## config.mk

```make
export PLATFORM = sky130hd
export DESIGN_NAME = decoder_4to16_buf
export DESIGN_NICKNAME = d
export VERILOG_FILES = /design/src/rtl/decoder_4to16_buf.sv
export SDC_FILE = /design/constraint.sdc
export NUM_CORES = 1
export LEC_CHECK = 0
export ABC_CLOCK_PERIOD_IN_PS = 1800
export CAP_MARGIN = 30
export CELL_PAD_IN_SITES_DETAIL_PLACEMENT = 1
export CELL_PAD_IN_SITES_GLOBAL_PLACEMENT = 1
export CORE_MARGIN = 8
export CORE_UTILIZATION = 39
export CTS_BUF_LIST = sky130_fd_sc_hd__clkbuf_4 sky130_fd_sc_hd__clkbuf_8
export DETAILED_ROUTE_END_ITERATION = 8
export PLACE_DENSITY_LB_ADDON = 0.15
export SYNTH_ARGS = -nofsm -noshare
export SYNTH_HDL_FRONTEND = slang
export SYNTH_SLANG_ARGS = --single-unit
```

## constraint.sdc

```tcl
create_clock -name clk_i -period 1.8 [get_ports clk_i]
set_input_delay 0.27 -clock clk_i [delete_from_list [all_inputs] [get_ports clk_i]]
set_output_delay 0.27 -clock clk_i [all_outputs]
set_load 0.02 [all_outputs]
```

## src/rtl/decoder_4to16_buf.sv

```systemverilog
// Registered 4-to-16 one-hot decoder with a small output FIFO.
// Entries are decoded at push time; the FIFO head drives onehot_o.
module decoder_4to16_buf #(
    parameter int IN_W  = 4,
    parameter int OUT_W = 2**IN_W,
    parameter int DEPTH = 2
) (
    input  logic                     clk_i,
    input  logic                     rst_ni,
    input  logic                     valid_i,
    output logic                     ready_o,
    input  logic [IN_W-1:0]          idx_i,
    input  logic                     en_i,
    output logic                     valid_o,
    input  logic                     ready_i,
    output logic [OUT_W-1:0]         onehot_o,
    output logic [$clog2(DEPTH):0]   count_o
);

    localparam int PTR_W = $clog2(DEPTH);
    localparam int CNT_W = PTR_W + 1;

    // Handshake: a beat transfers on a rising edge where valid and ready are
    // both high. ready_o depends only on held state; valid_o only on state.

    logic [OUT_W-1:0] mem_q [DEPTH];
    logic [PTR_W-1:0] wr_q, wr_d;
    logic [PTR_W-1:0] rd_q, rd_d;
    logic [CNT_W-1:0] count_q, count_d;
    logic [OUT_W-1:0] entry_d;
    logic             push;
    logic             pop;

    assign ready_o  = (count_q < CNT_W'(DEPTH));
    assign valid_o  = (count_q != '0);
    assign onehot_o = valid_o ? mem_q[rd_q] : '0;
    assign count_o  = count_q;

    assign push = valid_i & ready_o;
    assign pop  = valid_o & ready_i;

    always_comb begin
        entry_d = '0;
        wr_d    = wr_q;
        rd_d    = rd_q;
        count_d = count_q;
        if (en_i) begin
            entry_d = OUT_W'(1) << idx_i;
        end
        if (push) begin
            wr_d = wr_q + PTR_W'(1);
        end
        if (pop) begin
            rd_d = rd_q + PTR_W'(1);
        end
        case ({push, pop})
            2'b10:   count_d = count_q + CNT_W'(1);
            2'b01:   count_d = count_q - CNT_W'(1);
            default: count_d = count_q;
        endcase
    end

    always_ff @(posedge clk_i) begin
        if (!rst_ni) begin
            wr_q    <= '0;
            rd_q    <= '0;
            count_q <= '0;
        end else begin
            wr_q    <= wr_d;
            rd_q    <= rd_d;
            count_q <= count_d;
        end
    end

    // Storage needs no reset: the head is masked to zero whenever empty.
    always_ff @(posedge clk_i) begin
        if (rst_ni && push) begin
            mem_q[wr_q] <= entry_d;
        end
    end

endmodule
```

==> results of run 1 <==
cells in the mapped netlist (2+ instances only):
library cell / number
sky130_fd_sc_hd__xnor2_1: 3
sky130_fd_sc_hd__dfxtp_1: 5
sky130_fd_sc_hd__o21ai_0: 2
sky130_fd_sc_hd__mux2i_1: 16
sky130_fd_sc_hd__inv_1: 4
sky130_fd_sc_hd__nand3b_1: 2
sky130_fd_sc_hd__edfxtp_1: 32
sky130_fd_sc_hd__nor3_1: 4
sky130_fd_sc_hd__nor2_1: 30
sky130_fd_sc_hd__nand2_1: 2
sky130_fd_sc_hd__buf_2: 2
sky130_fd_sc_hd__nand2b_1: 2
sky130_fd_sc_hd__and2_1: 4
flip-flops by register name, indices dropped and copies added, names as in the netlist, named ones only:
signal	cells
count_o	2
mem_q	32
wr_q	1
rd_q	1
cells by family (layout without fill, tap and decap cells):
logic type	count (synthesis)	after routing	synth area share
mux	16	16	0.104
buf+inv	7	52	0.0211
simple gates	49	49	0.146
compound gates	3	3	0.0113
xor+xnor	4	4	0.0227
flops	37	37	0.687
fa+ha+maj	1	1	0.00810
worst paths after layout:
path	from	end
worst max register to register	count_o[1]	count_o[1]
worst min register to register	rd_q	flop
worst max-delay path	flop	onehot_o[8]
worst min-delay path	rd_q	flop
per-layer routing:
layer,part of all wire,vias up,track usage
met4,0.020,0,0.0556
met5,0,-,0
met1,0.39,482,0.105
met2,0.53,17,0.200
met3,0.054,7,0.0406
li1,-,496,-
worst max-delay path, delay by kind of cell, from the launching register on:
| family | cells | cell delay (ns) |
|---|---|---|
| buf+inv | 2 | 0.50 |
| flops | 1 | 0.35 |
| mux | 1 | 0.21 |
| simple gates | 1 | 0.06 |
cell type report:
cell class / count / area [µm²] / share of cell area
clock buffers: 6 / 82.6 / 0.0404
clock inverters: 2 / 8.76 / 0.00428
inverters: 4 / 15.0 / 0.00734
multi-input cells: 73 / 453 / 0.222
flip-flops and latches: 37 / 1060 / 0.519
well taps: 50 / 62.6 / 0.0306
repair buffers: 40 / 362 / 0.177
power breakdown:
part	total (mW)	leakage (nW)	internal, mW	switching, mW
Sequential	1.10	0.350	1.05	0.0484
Combinational	1.32	0.406	0.582	0.740
Clock	0.572	0.0486	0.303	0.269
Total	2.99	0.804	1.93	1.06
per-stage QoR:
stage,area [µm²],hold WS [ns]
after floorplan,1550,0.392
after global placement,1970,0.570
after detailed placement,1970,0.588
after CTS,2040,0.605
after global routing,2040,0.635
final,2040,0.598
repair_timing:
action,in CTS,in global routing
setup endpoints to repair,17,0
setup buffers,0,0
resized for setup,17,0
==> results.md, run 1 <==
- Of the post-synthesis cell area, the dominant cell type holds 0.622.
- The die width is 78.9 µm.
- In the final timing run, aggregate negative setup slack is 0 ns.
- The later pin in the worst-skew pair is clocked with a latency of 0.29 ns.
- The die is 78.9 µm tall.
- The largest total area in the synthesized netlist belongs to sky130_fd_sc_hd__edfxtp_1.
- The root buffer cell chosen for the clock tree is sky130_fd_sc_hd__clkbuf_8.
- The number of antenna violations at the first check in global routing came to 0.
- The detailed router finished its first iteration with 31 violations.
- The type of the tightest min-delay check is reg -> reg.
- The data arrival time of the critical path is 1.43 ns.
- After clock tree synthesis, the clock-pin slew on the worst setup and hold paths is 0.06 ns.
- For this run, the top clock speed supported by timing is 589 MHz.
- The power density of the placed cells is 1460 mW/mm².
- The total clock buffers created by CTS is 5.
- The count of buffers added on input and output ports is 28.
- The clock tree buffer depth is 2.
- The worst setup path is captured at a primary output.
- Power comes to 2.99 mW.
- Synthesis inferred 37 register bits.
- STA puts the critical path data required time at 1.53 ns.
- For this configuration, the core starts out at a cell density of 0.395.
- The number of diodes added for antenna fixing is 0.
- The Yosys step of the flow raised 0 warnings.
- The worst register-to-register path has a setup slack of 0.19 ns.
- The floorplan row count is 23.
- The measured slew at the worst slew-check pin is 0.291 ns.
- Counting every net in the synthesized netlist gives 127.
- The post-route minimum period is 1.70 ns.
- The depth of the CTS H-tree is 2.
- The setup clock skew after layout is 0.00796 ns.
- The count of cells in the finished layout, fillers not included, comes to 212.
- Of the cells placed in the final design, the portion with a size suffix greater than 1 is 0.130.
- The final setup slack of the worst path is 0.103 ns.
- After legalization and detailed placement, the total HPWL measured 2450 µm.
- The area growth from synthesis to layout is 32.4%.
- Of all nets on the critical path, the largest fanout is 16.
- After detailed routing, the number of vias per cell comes to 4.73.
- The top cell types in the final layout, fill and taps aside, are 32 x sky130_fd_sc_hd__edfxtp_1, 29 x sky130_fd_sc_hd__nor2_1, 17 x sky130_fd_sc_hd__dlygate4sd2_1.
- The slowest stage of the critical path belongs to the cell sky130_fd_sc_hd__dfxtp_1.
- After synthesis, the share of flip-flops with an asynchronous set or reset is 0.
- The first-pass GRT wire length is 5230 µm.
- The worst setup path is of the reg -> out kind.
- In the final routed layout, each cell accounts on average for 15.0 µm.
- The synthesized area divided by synthesized cell count is 13.2 µm².
- The peak ir drop on the vdd network is 0.615 mV.
- The core region is 0.00391 mm².
- The flow ran to the end, and the final reports show no timing, DRC or antenna violations.
- The number of enable flip-flop cells after synthesis is 32.
- The longest individual stage delay on the worst path is 0.35 ns.
- The overflow left after global routing is 0.
- The floorplan step defined a die boundary enclosing 0.00623 mm².
- The maximum number of pins on one net before global-route repair is 17.
- In this run the static leakage power is 0.804 nW.
- In the global route stage, overall resource usage came out at 0.109.
- The number of standard cells after synthesis is 117.
- The post-synthesis cell type count is 22.
- The number of pins exceeding their max-slew limit in the final report is 0.
- The nature of the critical path startpoint is a flop.
- The detailed-route via count is 1,002.
- The TritonCTS sink count is 37.
- The library cell used most frequently in the layout, excluding fill and tap cells, is sky130_fd_sc_hd__edfxtp_1.
- Setup repair after global routing left no endpoint under its margin.
- The max-cap check violation count is 0.
- The net count of the finished layout is 171.
- Measured against its own limit, the worst slew margin works out to 0.804.
- At the end of the flow the core is filled with cells to 0.522.
- The overall routed net length is 3180 µm.
- The area of the mapped netlist is 0.00154 mm².
- The count of hold buffers inserted by post-cts repair is 0.
- Of the synthesized area, sequential elements account for 0.687.
- At the end of routability-driven placement, the weighted congestion stood at 0.797.
- The final setup violation count is 0.
- The post-route antenna net violation count is 0.
- The dominant register cell in the synthesized netlist is sky130_fd_sc_hd__edfxtp_1.
- The worst register-to-register path has a depth of 6.
- The length of the first detailed-routing pass in iterations is 4.
- In the post-synthesis netlist, the biggest area contributors are sky130_fd_sc_hd__edfxtp_1 62%, sky130_fd_sc_hd__mux2i_1 10%, sky130_fd_sc_hd__nor2_1 7.3%.
- Counting the fill cells in the layout gives 444.
- The number of placed instances, taps included, is 204.
- The via count of the first global-routing pass is 1,125.
- The post-detailed-route DRC marker count is 0.
- The setup slack after placement is -0.0663 ns.
- Pin placement for this block handled 29 I/O pins.
- The clock tree from TritonCTS is yes.
- The count of endpoints failing hold in the final timing report is 0.
- The hold path depth is 2.
- Traced cell by cell, the critical path runs through buf_12 > mux2i_1 > nor2_1 > dlygate4sd2_1.
- In the finished design, the share of the clock period the worst path needs comes to 0.943.
No activity file was read; power rests on OpenSTA's default activity.
==> inputs of run 2 (changes only) <==
--- a/config.mk
+++ b/config.mk
@@ -14,6 +14,7 @@
 export CTS_BUF_LIST = sky130_fd_sc_hd__clkbuf_4 sky130_fd_sc_hd__clkbuf_8
 export DETAILED_ROUTE_END_ITERATION = 8
 export PLACE_DENSITY_LB_ADDON = 0.15
+export SKIP_LAST_GASP = 1
 export SYNTH_ARGS = -nofsm -noshare
 export SYNTH_HDL_FRONTEND = slang
 export SYNTH_SLANG_ARGS = --single-unit
==> results of run 2 <==
Final layout, timing and power as in run 1 (identical DEF).
==> inputs of run 3 (changes only) <==
--- a/config.mk
+++ b/config.mk
@@ -5,7 +5,7 @@
 export SDC_FILE = /design/constraint.sdc
 export NUM_CORES = 1
 export LEC_CHECK = 0
-export ABC_CLOCK_PERIOD_IN_PS = 1800
+export ABC_CLOCK_PERIOD_IN_PS = 1500
 export CAP_MARGIN = 30
 export CELL_PAD_IN_SITES_DETAIL_PLACEMENT = 1
 export CELL_PAD_IN_SITES_GLOBAL_PLACEMENT = 1
@@ -14,6 +14,7 @@
 export CTS_BUF_LIST = sky130_fd_sc_hd__clkbuf_4 sky130_fd_sc_hd__clkbuf_8
 export DETAILED_ROUTE_END_ITERATION = 8
 export PLACE_DENSITY_LB_ADDON = 0.15
+export SKIP_CTS_REPAIR_TIMING = 1
 export SKIP_LAST_GASP = 1
 export SYNTH_ARGS = -nofsm -noshare
 export SYNTH_HDL_FRONTEND = slang
==> constraint.sdc (replaced) <==
create_clock -name clk_i -period 1.5 [get_ports clk_i]
set_input_delay 0.225 -clock clk_i [delete_from_list [all_inputs] [get_ports clk_i]]
set_output_delay 0.225 -clock clk_i [all_outputs]
set_load 0.02 [all_outputs]
==> run 3 against run 2 <==
- the flow now finishes with violations (negative setup slack)
- count of clock-buffer cells in the layout is the same
- total power is 26% higher
- sequential cell count unchanged
- critical endpoint is now onehot_o[0]
- largest cell class unchanged
==> results.md, run 3 (same netlist as run 1, synthesis figures left out) <==
- In this run the power density over the cells is 1750 mW/mm².
- The final setup violation count is 1.
- Setup repair after global routing could not meet its margin everywhere.
- The power after layout is 3.77 mW.
- The initial core utilization is 0.395.
- The critical path goes through buf_12 > mux2i_1 > nor2_1 > dlymetal6s2s_1.
- Of the available clock period, the critical path in the final layout requires 1.00.
- The top-level I/O count is 29.
- The worst register-to-register path begins at count_o[0].
- The path class of the tightest hold or removal check is reg -> reg.
- The worst setup path is captured at a primary output.
- The largest fanout on the critical path is 8.
- The share of final-layout standard cells stronger than drive strength 1 is 0.320.
- The library cells used most frequently in the layout, excluding fill and tap cells, are 32 x sky130_fd_sc_hd__edfxtp_1, 28 x sky130_fd_sc_hd__nor2_1, 16 x sky130_fd_sc_hd__buf_4.
- In this run the critical register-to-register path is captured at count_o[1].
- After routing, the total negative slack on setup checks comes to -0.00108 ns.
- The number of pins exceeding their max-slew limit in the final report is 0.
- The detailed-route via count is 1,044.
- IR analysis of the VDD net gives a maximum drop of 0.966 mV.
- In this run the tightest slew margin relative to its limit is 0.805.
- Across every metal layer, demand over resource in global routing totals 0.109.
- At the pin with the least slew margin, the transition time is 0.291 ns.
- On the critical path, the stage with the largest delay is an instance of sky130_fd_sc_hd__dfxtp_4.
- The floorplan row count is 23.
- The run finished, with violations left.
- For this design, the sink count on the clock tree is 37.
- The final hold slack is 0.575 ns.
- The count of nets after finishing is 179.
- The number of diodes added for antenna fixing is 0.
- In the routed design, unresolved DRC markers number 0.
- The first-pass GRT wire length is 5320 µm.
- The data required time at the worst endpoint is 1.27 ns.
- TritonCTS built the clock tree.
- Clock-pin slew was measured on the worst setup and hold paths at 0.07 ns.
- The library cell used most frequently in the layout, excluding fill and tap cells, is sky130_fd_sc_hd__edfxtp_1.
- Relative to the synthesized area, the layout overhead comes to 39.7%.
- The kind of critical path is reg -> out.
- Buffers inserted during clock tree synthesis total 5.
- The timing endpoint of the critical path is onehot_o[0].
- The register with the most flip-flops in the layout has 32 of them.
- The clock latency of the later-clocked register in the worst-skew pair is 0.28 ns.
- The final reports fail on negative setup slack.
- The fraction of the core area covered by cells at the end of the flow is 0.551.
- The max-cap check violation count is 0.
- The timing-limited maximum frequency is 666 MHz.
- Detailed placement finished with a half-perimeter wire length of 2530 µm.
- The depth of the CTS H-tree is 2.
- The number of buffer cells added on primary ports is 28.
- The DRC violation total after the first TritonRoute iteration is 25.
- The clock tree buffer depth is 2.
- The total area inside the core boundary comes to 0.00391 mm².
- The count of nets left with antenna violations once routing finished came out at 0.
- On the worst path, the slowest cell contributes a delay of 0.38 ns.
- The setup clock skew after layout is 0.00848 ns.
- At the end of routability-driven placement, the weighted congestion stood at 0.780.
- The final setup slack of the worst path is -0.00108 ns.
- In this run the vertical extent of the chip is 78.9 µm.
- The count of endpoints failing hold in the final timing report is 0.
- The number of antenna violations at the first check in global routing came to 0.
- Summed over all layers, the global routing overflow is 0.
- Dividing the detail-routed wire length by the instance count gives 15.4 µm.
- After layout, the minimum clock period comes to 1.50 ns.
- The setup slack of the worst register-to-register path is 0.01 ns.
- The routed design has 3380 µm of wire.
- The die width is 78.9 µm.
- Ranked by flip-flop count, first place goes to mem_q.
- The via count of the first global-routing pass is 1,164.
- Counting cells, the worst reg-to-reg path comes to 7.
- The first detailed-routing pass ran for 4 iterations.
- Entering global routing, the biggest net connects 17 pins.
- STA classifies the critical path startpoint as a flop.
- The routed via count divided by cell count is 4.77.
- The tree is rooted in a sky130_fd_sc_hd__clkbuf_8.
- In this run the static leakage power is 0.876 nW.
- The die covers 0.00623 mm².
- The data arrival time of the critical path is 1.28 ns.
[run 3: routing by layer]
layer	vias up	GRT usage	part of all wire
li1	511	-	-
met1	507	0.113	0.41
met2	21	0.205	0.55
met3	5	0.0339	0.031
met4	0	0.0333	0.012
met5	-	0	0
[run 3: worst min-delay path by stage]
| stage | from | endpoint | slack, ns | cells after the start |
|---|---|---|---|---|
| floorplan | rst_ni | flop | 0.35 | 1 |
| global placement | rd_q | rd_q | 0.57 | 2 |
| detailed placement | rd_q | flop | 0.57 | 2 |
| CTS | rd_q | flop | 0.59 | 2 |
| global route | rd_q | flop | 0.60 | 2 |
| finish | rd_q | flop | 0.58 | 2 |
[run 3: metrics by stage]
stage	setup slack, ns	instance area [µm²]	instances
5_1_grt	-0.0764	2160	219
2_1_floorplan	0.0385	1560	117
3_5_place_dp	-0.286	2060	211
6_report	-0.00108	2160	219
3_3_place_gp	-0.186	2060	211
4_1_cts	-0.410	2140	218
[run 3: final cells by class]
type	instances	area, µm²
clock inverter	1	3.75
sequential	37	1070
inverter	4	15.0
tap	50	62.6
timing repair buffer	48	429
fill	426	1760
clock buffer	6	76.3
multi-input combinational	73	503
[run 3: report_power, final]
part	switching [mW]	internal (mW)	total (mW)
combinational	0.964	0.828	1.79
sequential	0.0745	1.27	1.35
clock	0.299	0.330	0.629
[run 3: critical path: cells and delay by family, from the launching register on]
kind	cells	cell delay, ns
buffers and inverters	2	0.35
flip-flops	1	0.38
AND/OR/NAND/NOR	1	0.07
multiplexers	1	0.19
